File: src/rtl/data_mem_bridge_pkg.sv
// Shared types and helpers for the data-memory bridge: FSM states, access-size
// codes and the byte-enable generator.
package mem_pkg;

    typedef enum logic [1:0] {
        IDLE = 2'b00,
        REQ  = 2'b01,
        DONE = 2'b10
    } state_t;

    localparam logic [1:0] MS_NONE = 2'b00;
    localparam logic [1:0] MS_BYTE = 2'b01;
    localparam logic [1:0] MS_HALF = 2'b10;
    localparam logic [1:0] MS_WORD = 2'b11;

    function automatic logic [3:0] be_gen(input logic [1:0] size, input logic [1:0] addr_lo);
        logic [3:0] be;
        case (size)
            MS_BYTE: be = 4'b0001 << addr_lo;
            MS_HALF: be = addr_lo[1] ? 4'b1100 : 4'b0011;
            MS_WORD: be = 4'b1111;
            default: be = 4'b0000;
        endcase
        return be;
    endfunction

endpackage

File: src/rtl/data_mem_bridge_if.sv
// Word-organised memory bus between the bridge (master) and the data SRAM/bus (slave).
interface data_mem_bridge_if #(
    parameter int ADDR_W = 30
);
    logic              mreq;
    logic              mwe;
    logic [ADDR_W-1:0] maddr;
    logic [3:0]        mbe;
    logic [31:0]       mwdata;
    logic              mack;
    logic [31:0]       mrdata;

    modport master (
        output mreq, mwe, maddr, mbe, mwdata,
        input  mack, mrdata
    );

    modport slave (
        input  mreq, mwe, maddr, mbe, mwdata,
        output mack, mrdata
    );
endinterface

File: src/rtl/data_mem_bridge_lane_steer.sv
// Combinational lane steering: byte enables, lane-replicated store data and
// the alignment check for one CPU access.
module lane_steer
    import mem_pkg::*;
(
    input  logic [1:0]  size,
    input  logic [1:0]  addr_lo,
    input  logic [31:0] wdata,
    output logic [3:0]  be,
    output logic [31:0] wdata_rep,
    output logic        misalign
);

    assign be       = be_gen(size, addr_lo);
    assign misalign = ((size == MS_HALF) && addr_lo[0]) ||
                      ((size == MS_WORD) && (addr_lo != 2'b00));

    // Each lane carries the source byte that would land there for its size.
    genvar gi;
    generate
        for (gi = 0; gi < 4; gi++) begin : g_lane
            assign wdata_rep[8*gi +: 8] = (size == MS_BYTE) ? wdata[7:0] :
                                          (size == MS_HALF) ? wdata[8*(gi%2) +: 8] :
                                                              wdata[8*gi +: 8];
        end
    endgenerate

endmodule

File: src/rtl/data_mem_bridge.sv
// CPU load/store bridge: captures one access, runs req/ack with a timeout
// watchdog, stalls the core and returns right-shifted load data.
module data_mem_bridge
    import mem_pkg::*;
#(
    parameter int ADDR_W  = 30,
    parameter int TIMEOUT = 16
) (
    input  logic               i_clk,
    input  logic               i_rst_n,
    input  logic               i_load,
    input  logic               i_write,
    input  logic [31:0]        i_addr,
    input  logic [31:0]        i_wdata,
    input  logic [1:0]         i_memsize,
    output logic [31:0]        o_rdata,
    output logic               o_stall,
    output logic               o_misalign,
    output logic               o_err,
    data_mem_bridge_if.master  mem
);

    localparam int              WD_W    = $clog2(TIMEOUT);
    localparam logic [WD_W-1:0] WD_LAST = WD_W'(TIMEOUT - 1);

    state_t            state_reg, state_next;
    logic [WD_W-1:0]   wd_reg;
    logic              mreq_reg, mwe_reg, err_reg;
    logic [ADDR_W-1:0] maddr_reg;
    logic [3:0]        mbe_reg;
    logic [31:0]       mwdata_reg, rdata_reg;
    logic [1:0]        lo_reg;

    logic              wr_req, ld_req, req_valid, ack_hit, timeout_hit;
    logic              steer_mis;
    logic [3:0]        steer_be;
    logic [31:0]       steer_wdata;

    lane_steer u_steer (
        .size      (i_memsize),
        .addr_lo   (i_addr[1:0]),
        .wdata     (i_wdata),
        .be        (steer_be),
        .wdata_rep (steer_wdata),
        .misalign  (steer_mis)
    );

    // A store outranks a load whenever the CPU raises both.
    assign wr_req = i_write && (i_memsize != MS_NONE);
    assign ld_req = i_load && !i_write;

    always_ff @(posedge i_clk or negedge i_rst_n) begin
        if (!i_rst_n) state_reg <= IDLE;
        else          state_reg <= state_next;
    end

    always_comb begin
        state_next  = state_reg;
        o_stall     = 1'b0;
        o_misalign  = 1'b0;
        req_valid   = 1'b0;
        ack_hit     = 1'b0;
        timeout_hit = 1'b0;
        case (state_reg)
            IDLE: begin
                // Gated by reset so a held request cannot stall the core during reset.
                if (i_rst_n && (wr_req || ld_req)) begin
                    if (steer_mis) begin
                        o_misalign = 1'b1;
                    end else begin
                        req_valid  = 1'b1;
                        o_stall    = 1'b1;
                        state_next = REQ;
                    end
                end
            end
            REQ: begin
                o_stall = 1'b1;
                if (mem.mack) begin
                    ack_hit    = 1'b1;
                    state_next = DONE;
                end else if (wd_reg == WD_LAST) begin
                    timeout_hit = 1'b1;
                    state_next  = DONE;
                end
            end
            DONE:    state_next = IDLE;
            default: state_next = IDLE;
        endcase
    end

    always_ff @(posedge i_clk or negedge i_rst_n) begin
        if (!i_rst_n) begin
            mreq_reg   <= 1'b0;
            mwe_reg    <= 1'b0;
            maddr_reg  <= '0;
            mbe_reg    <= 4'b0000;
            mwdata_reg <= '0;
            lo_reg     <= 2'b00;
            rdata_reg  <= '0;
            err_reg    <= 1'b0;
            wd_reg     <= '0;
        end else begin
            err_reg <= timeout_hit;
            if (req_valid) begin
                mreq_reg   <= 1'b1;
                mwe_reg    <= wr_req;
                maddr_reg  <= i_addr[ADDR_W+1:2];
                mbe_reg    <= wr_req ? steer_be : 4'b1111;
                mwdata_reg <= steer_wdata;
                lo_reg     <= i_addr[1:0];
                wd_reg     <= '0;
            end else if (state_reg == REQ) begin
                if (ack_hit || timeout_hit) mreq_reg <= 1'b0;
                if (ack_hit && !mwe_reg)
                    rdata_reg <= mem.mrdata >> {lo_reg, 3'b000};
                else if (timeout_hit)
                    rdata_reg <= '0;
                if (!ack_hit && !timeout_hit) wd_reg <= wd_reg + 1'b1;
            end
        end
    end

    assign mem.mreq   = mreq_reg;
    assign mem.mwe    = mwe_reg;
    assign mem.maddr  = maddr_reg;
    assign mem.mbe    = mbe_reg;
    assign mem.mwdata = mwdata_reg;
    assign o_rdata    = rdata_reg;
    assign o_err      = err_reg;

endmodule
File: src/flat_wrapper.sv
// flat-port wrapper written by rule: the top's interface ports become plain ports
module data_mem_bridge_flat import mem_pkg::*;
#(
    parameter int ADDR_W  = 30,
    parameter int TIMEOUT = 16
)
  (i_clk, i_rst_n, i_load, i_write, i_addr, i_wdata, i_memsize, o_rdata, o_stall, o_misalign, o_err, mem_mreq, mem_mwe, mem_maddr, mem_mbe, mem_mwdata, mem_mack, mem_mrdata);
  data_mem_bridge_if #(.ADDR_W(ADDR_W)) mem_i ();
  input  logic i_clk;
  input  logic i_rst_n;
  input  logic i_load;
  input  logic i_write;
  input  logic [31:0] i_addr;
  input  logic [31:0] i_wdata;
  input  logic [1:0] i_memsize;
  output logic [31:0] o_rdata;
  output logic o_stall;
  output logic o_misalign;
  output logic o_err;
  output wire logic [$bits(mem_i.mreq)-1:0] mem_mreq;
  output wire logic [$bits(mem_i.mwe)-1:0] mem_mwe;
  output wire logic [$bits(mem_i.maddr)-1:0] mem_maddr;
  output wire logic [$bits(mem_i.mbe)-1:0] mem_mbe;
  output wire logic [$bits(mem_i.mwdata)-1:0] mem_mwdata;
  input wire logic [$bits(mem_i.mack)-1:0] mem_mack;
  input wire logic [$bits(mem_i.mrdata)-1:0] mem_mrdata;
  assign mem_mreq = mem_i.mreq;
  assign mem_mwe = mem_i.mwe;
  assign mem_maddr = mem_i.maddr;
  assign mem_mbe = mem_i.mbe;
  assign mem_mwdata = mem_i.mwdata;
  assign mem_i.mack = mem_mack;
  assign mem_i.mrdata = mem_mrdata;
  data_mem_bridge #(.ADDR_W(ADDR_W), .TIMEOUT(TIMEOUT)) u_core (.i_clk(i_clk), .i_rst_n(i_rst_n), .i_load(i_load), .i_write(i_write), .i_addr(i_addr), .i_wdata(i_wdata), .i_memsize(i_memsize), .o_rdata(o_rdata), .o_stall(o_stall), .o_misalign(o_misalign), .o_err(o_err), .mem(mem_i));
endmodule
File: config.mk
export PLATFORM = sky130hd
export DESIGN_NAME = data_mem_bridge_flat
export DESIGN_NICKNAME = d
export VERILOG_FILES = /design/src/rtl/data_mem_bridge_pkg.sv /design/src/rtl/data_mem_bridge_if.sv /design/src/rtl/data_mem_bridge_lane_steer.sv /design/src/rtl/data_mem_bridge.sv /design/src/flat_wrapper.sv
export SDC_FILE = /design/constraint.sdc
export NUM_CORES = 1
export LEC_CHECK = 0
export ABC_CLOCK_PERIOD_IN_PS = 4200
export BUFFER_PORTS_ARGS = -buffer_cell sky130_fd_sc_hd__clkbuf_2
export CAP_MARGIN = 5
export CORE_MARGIN = 1.5
export CORE_UTILIZATION = 40
export CTS_CLUSTER_DIAMETER = 150
export DETAILED_ROUTE_END_ITERATION = 7
export GPL_TIMING_DRIVEN = 0
export PLACE_DENSITY = 0.77
export SLEW_MARGIN = 20
export SYNTH_ARGS = -nofsm -noshare
export SYNTH_HDL_FRONTEND = slang
export SYNTH_SLANG_ARGS = --single-unit
File: constraint.sdc
create_clock -name i_clk -period 4.2 [get_ports i_clk]
set_input_delay 0.84 -clock i_clk [delete_from_list [all_inputs] [get_ports i_clk]]
set_output_delay 0.84 -clock i_clk [all_outputs]
set_load 0.01 [all_outputs]
Word level (Yosys, flattened, before mapping)
Index checks and enable logic that the tools add are counted.

Reduce and logical (&&, ||, !) cells: 25. Bitwise operators: 1. Shift-type cells: 2. Equal/unequal tests: 8. Mux-type cells: 33. Add/subtract/negate cells: 1.

Operator list (number): $mux W32 (2); $mux W8 (5); $shr A32 B5 Y32 (1); $mux W4 (5); $mux W1 (14); $pmux W4 S3 (1); $reduce_bool A2 Y1 (6); $mux W2 (4); $logic_and A1 B1 Y1 (7); $reduce_and A3 Y1 (2); $add A4 B1 Y4 const B (1); $eq A2 B1 Y1 const B (2); $eq A2 B2 Y1 const B (2); $eq A4 B4 Y1 const B (1); $logic_not A1 Y1 (4); $pmux W2 S2 (1); $reduce_and A2 Y1 (2); $shl A1 B2 Y4 const A (1); $logic_or A1 B1 Y1 (3); $ne A3 B2 Y1 const B (1); $logic_not A2 Y1 (1); $ne A2 B1 Y1 const B (1); $ne A2 B2 Y1 const B (1); $pmux W1 S2 (1); $not A1 Y1 (1).

Output and inout port bits: 103. Register bits after elaboration: 109. Logic and storage cells: 80. Bits of input ports: 103.

Depth between registers and ports, before layout
Depth after elaboration: 9. Mapped depth: 7. Gate-level depth less buffers: 5.

By module
A second synthesis with hierarchy kept.

Cells, all modules: 430. Area total of the unflattened synthesis: 5599.1 um^2.

Modules (own cells, without submodules): data_mem_bridge (sequential area each 2727.6 um^2, cells an instance 364, area an instance 5014.8 um^2, times used 1); lane_steer (sequential area each 0.0 um^2, cells an instance 66, area an instance 584.3 um^2, times used 1).

Worst setup path after synthesis
No wires, ideal clock.

Path kind: input to output. From: input port i_memsize[1]. To: output port o_stall. Stages on the path: 5. Path buffers: 1. Arrival time: 1.765 ns. Data required time: 3.360 ns. Slack: 1.595 ns. Cells stage by stage: or2_1 > a21oi_1 > nand2b_1 > buf_4 > nand2_1.

Cells in the longest elaborated chain, start to end: 6. Elaborated cells on any way between the ends: 12. Those cells by class: eq/ne (2); mux (3); reduce/logical (7).

RTL lines: from (decl) (line flat_wrapper.sv:15) `input logic [1:0] i_memsize;`; $eq A2 B2 Y1, or another cell as far along (line data_mem_bridge_lane_steer.sv:15) `assign misalign = ((size == MS_HALF) && addr_lo[0]) ||`; $logic_and A1 B1 Y1 (on tied branches) (line data_mem_bridge_lane_steer.sv:15, data_mem_bridge.sv:49, data_mem_bridge_lane_steer.sv:16); $logic_or A1 B1 Y1 (on tied branches) (line data_mem_bridge_lane_steer.sv:15, data_mem_bridge.sv:67); $mux W1 or $logic_and A1 B1 Y1 (tied branches) (line data_mem_bridge.sv:68, data_mem_bridge.sv:67); $mux W1 * (line data_mem_bridge.sv:67) `if (i_rst_n && (wr_req || ld_req)) begin`; $pmux W1 S2 * (line data_mem_bridge.sv:64) `case (state_reg)`; to (decl) (line flat_wrapper.sv:17) `output logic o_stall;`.

Every way passes the cells marked *; elsewhere a longest branch is shown, timed or not.

Worst setup path after layout
From: input port i_rst_n. To: output port o_stall.

Cells in the longest elaborated chain, start to end: 3.

RTL lines: from (decl) (line flat_wrapper.sv:10) `input logic i_rst_n;`; $logic_and A1 B1 Y1 (line data_mem_bridge.sv:67); $mux W1 (line data_mem_bridge.sv:67); $pmux W1 S2 (line data_mem_bridge.sv:64).

No other way between the ends.

==> results_dict.tcl <==
set metrics [dict create \
    run_status "completed" \
    crit_required_ps 3360 \
    synth.distinct_cells 37 \
    report.final.hold_viol_count 0 \
    cts.hold.buffers_added 0 \
    mappedNetlistNets 545 \
    route.detailed.drc 0 \
    netlist_instances 441 \
    cp-start-kind "input port" \
    synth_enable_flop_cells 0 \
    arrival_ps 2770 \
    design_area_um2 6980 \
    placement.io_buffers 205 \
    rsz0062_at_grt "false" \
    ys_ff_latch 109 \
    cts_num_sinks 109 \
    post_route_cells_drive_above_1_share_pct 48.34 \
    postSynthAreaPerCell_um2 12.28 \
    clock_tree.buffer_depth 2 \
    critical_path_peak_fanout 84 \
    setup_violations 0 \
    dominantRegCellSynth "dfrtp_1" \
    fin_setup_tns_ps 0 \
    final_common_cell "clkbuf_2" \
    grt_start_max_net_pins 85 \
    dr.first_iter.drc_count 259 \
    place_hpwl_um 11390 \
    core_um2 13240 \
    crit_path_end_kind "output pin" \
    period_share_pct 86.01 \
    netlist_area_um2 5415 \
    total_power_mw 4.740 \
    synthesis.yosys.warnings 0 \
    first_pass_grt_wire_length_um 23960 \
    cellLeakagePower_nw 3.456 \
    pin_count 206 \
    cts_max_level 3 \
    power_density_nw_per_um2 679.0 \
    ctsRootBufferMaster "clkbuf_16" \
    n_antenna_cell 0 \
    postRouteAntennaNets 0 \
    skew_ps 8.869 \
    cts.repair_timing.setup_buffer_count 0 \
    mostFrequentLayoutCells "clkbuf_2, dfrtp_1, nand2_1" \
    via_count_of_the_routed_design 4397 \
    cts_resized 0 \
    dieArea_um2 14240 \
    max_slew.worst_pin.slew_ps 726.6 \
    finish.utilization_pct 52.71 \
    first_pass_iters 5 \
    clk_pin_slew_worst_paths_ps 70 \
    groute.usage.overall_pct 21.43 \
    num_rows 42 \
    max_freq_ghz 0.2768 \
    timing.hold.worst.class "input port to async pin" \
    routabilityCongestion 0.9054 \
    via_cell_ratio 5.247 \
    route.detailed.wl_per_inst_um 17.89 \
    instances_no_fill 838 \
    vias_in_the_first_global_route 4693 \
    numCtsBuffers 9 \
    nets 762 \
    post-place-cells 823 \
    portion_of_the_post_synthesis_area_used_by_sequential_elements_pct 50.37 \
    drv_slew 0 \
    cts_tree "built" \
    die_h_um 119.4 \
    final.min_clock_period_ps 3613 \
    synth-async-reset-ratio_pct 100.0 \
    critPathKind "input port to output pin" \
    worst_slew_margin_rel_pct 51.19 \
    antenna_found_initial 0 \
    syn_to_final_growth_pct 28.90 \
    start_util_pct 40.89 \
    postRouteWirelength_um 15000 \
    clkLatencyLatePin_ps 350 \
    maxCapViolCount 0 \
    max-vdd-ir-drop_v 0.0003293 \
    grt_remaining_overflow 0 \
    postPlaceCellArea_um2 6698 \
    floorplan.die.width_um 119.4 \
]
## worst max-delay path: stages
cell	delay, ps
clkbuf_8	250
buf_16	330
or3b_4	460
a21oi_4	150
nand2b_1	160
buf_4	240
nand2_1	80
clkbuf_2	130
## area by class of cell
class	count	area (µm²)
plain buffers	32	234.0
clock buffers	11	232.7
clock inverters	4	50.05
fillers	1206	6262
inverters	1	3.754
multi-input cells	299	2450
flip-flops and latches	109	2728
well taps	176	220.2
repair buffers	206	1062
## final timing paths
check | endpoint | depth (start not counted) | startpoint | slack, ps
min in group i_clk | u_core.mem.mbe[0]$_DFFE_PN0P_ | 1 | u_core.mem.mbe[0]$_DFFE_PN0P_ | 490
worst min-delay path | u_core.mem.mwdata[2]$_DFFE_PN0P_ | 1 | i_rst_n | 360
worst max register to register | u_core.o_rdata[7]$_DFFE_PN0P_ | 5 | u_core.lo_reg[0]$_DFFE_PN0P_ | 2170
worst max-delay path | o_stall | 8 | i_rst_n | 590
max in group asynchronous | u_core.o_rdata[21]$_DFFE_PN0P_ | 2 | i_rst_n | 3130
worst min register to register | u_core.mem.mbe[0]$_DFFE_PN0P_ | 1 | u_core.mem.mbe[0]$_DFFE_PN0P_ | 490
## cell usage after synthesis, types with 2 or more instances
cell type  number  area, µm²
nand3_1         4      20.02
mux2_2         30      337.8
buf_12          5      100.1
nand3b_1        2      15.01
buf_1           3      11.26
nor2_1         16      60.06
buf_2           8      40.04
nand2_1        55      206.5
nor3_1          2      10.01
o32ai_1         8      70.07
mux2_4         50      750.7
dfrtp_1       109       2728
o22ai_1        24      150.1
a211oi_1        9      67.56
nor2b_1        11      68.82
nand2b_1        3      18.77
mux2i_1        24      240.2
o21ai_0        13      65.06
clkbuf_1       13      48.80
mux2_1         12      135.1
xor2_1          3      26.28
a21oi_1        22      110.1
## metal layers
layer  global-route usage (%)  routed length, µm
met3                    4.646               1121
met1                    25.44               5921
met5                        0                  0
met2                    37.79               7661
met4                    8.482                291
## per-stage QoR
| stage | hold WS, ps | worst slack, ps |
|---|---|---|
| global route | 357.8 | 483.5 |
| detailed placement | 479.4 | 578.1 |
| global placement | 471.5 | -739.9 |
| floorplan | 514.4 | 1595 |
| CTS | 353.8 | 587.4 |
| finish | 360.0 | 587.5 |
## power breakdown
group	leakage [nW]	internal (mW)	switching (mW)	total, mW
Combinational	1.99	1.04	1.05	2.09
Clock	0.132	0.459	0.378	0.837
Sequential	1.33	1.53	0.289	1.82
Total	3.46	3.02	1.72	4.74
## kinds of logic (layout without fill, tap and decap cells)
group | after synthesis | count (layout) | share of synthesized area, %
compound gates | 79 | 79 | 9.104
xor+xnor | 3 | 3 | 0.4853
fa+ha+maj | 1 | 1 | 0.2310
buf+inv | 33 | 254 | 4.390
flops | 109 | 109 | 50.37
mux | 116 | 116 | 27.03
simple gates | 100 | 100 | 8.388
Note: power is estimated with default switching activity, not from simulation.
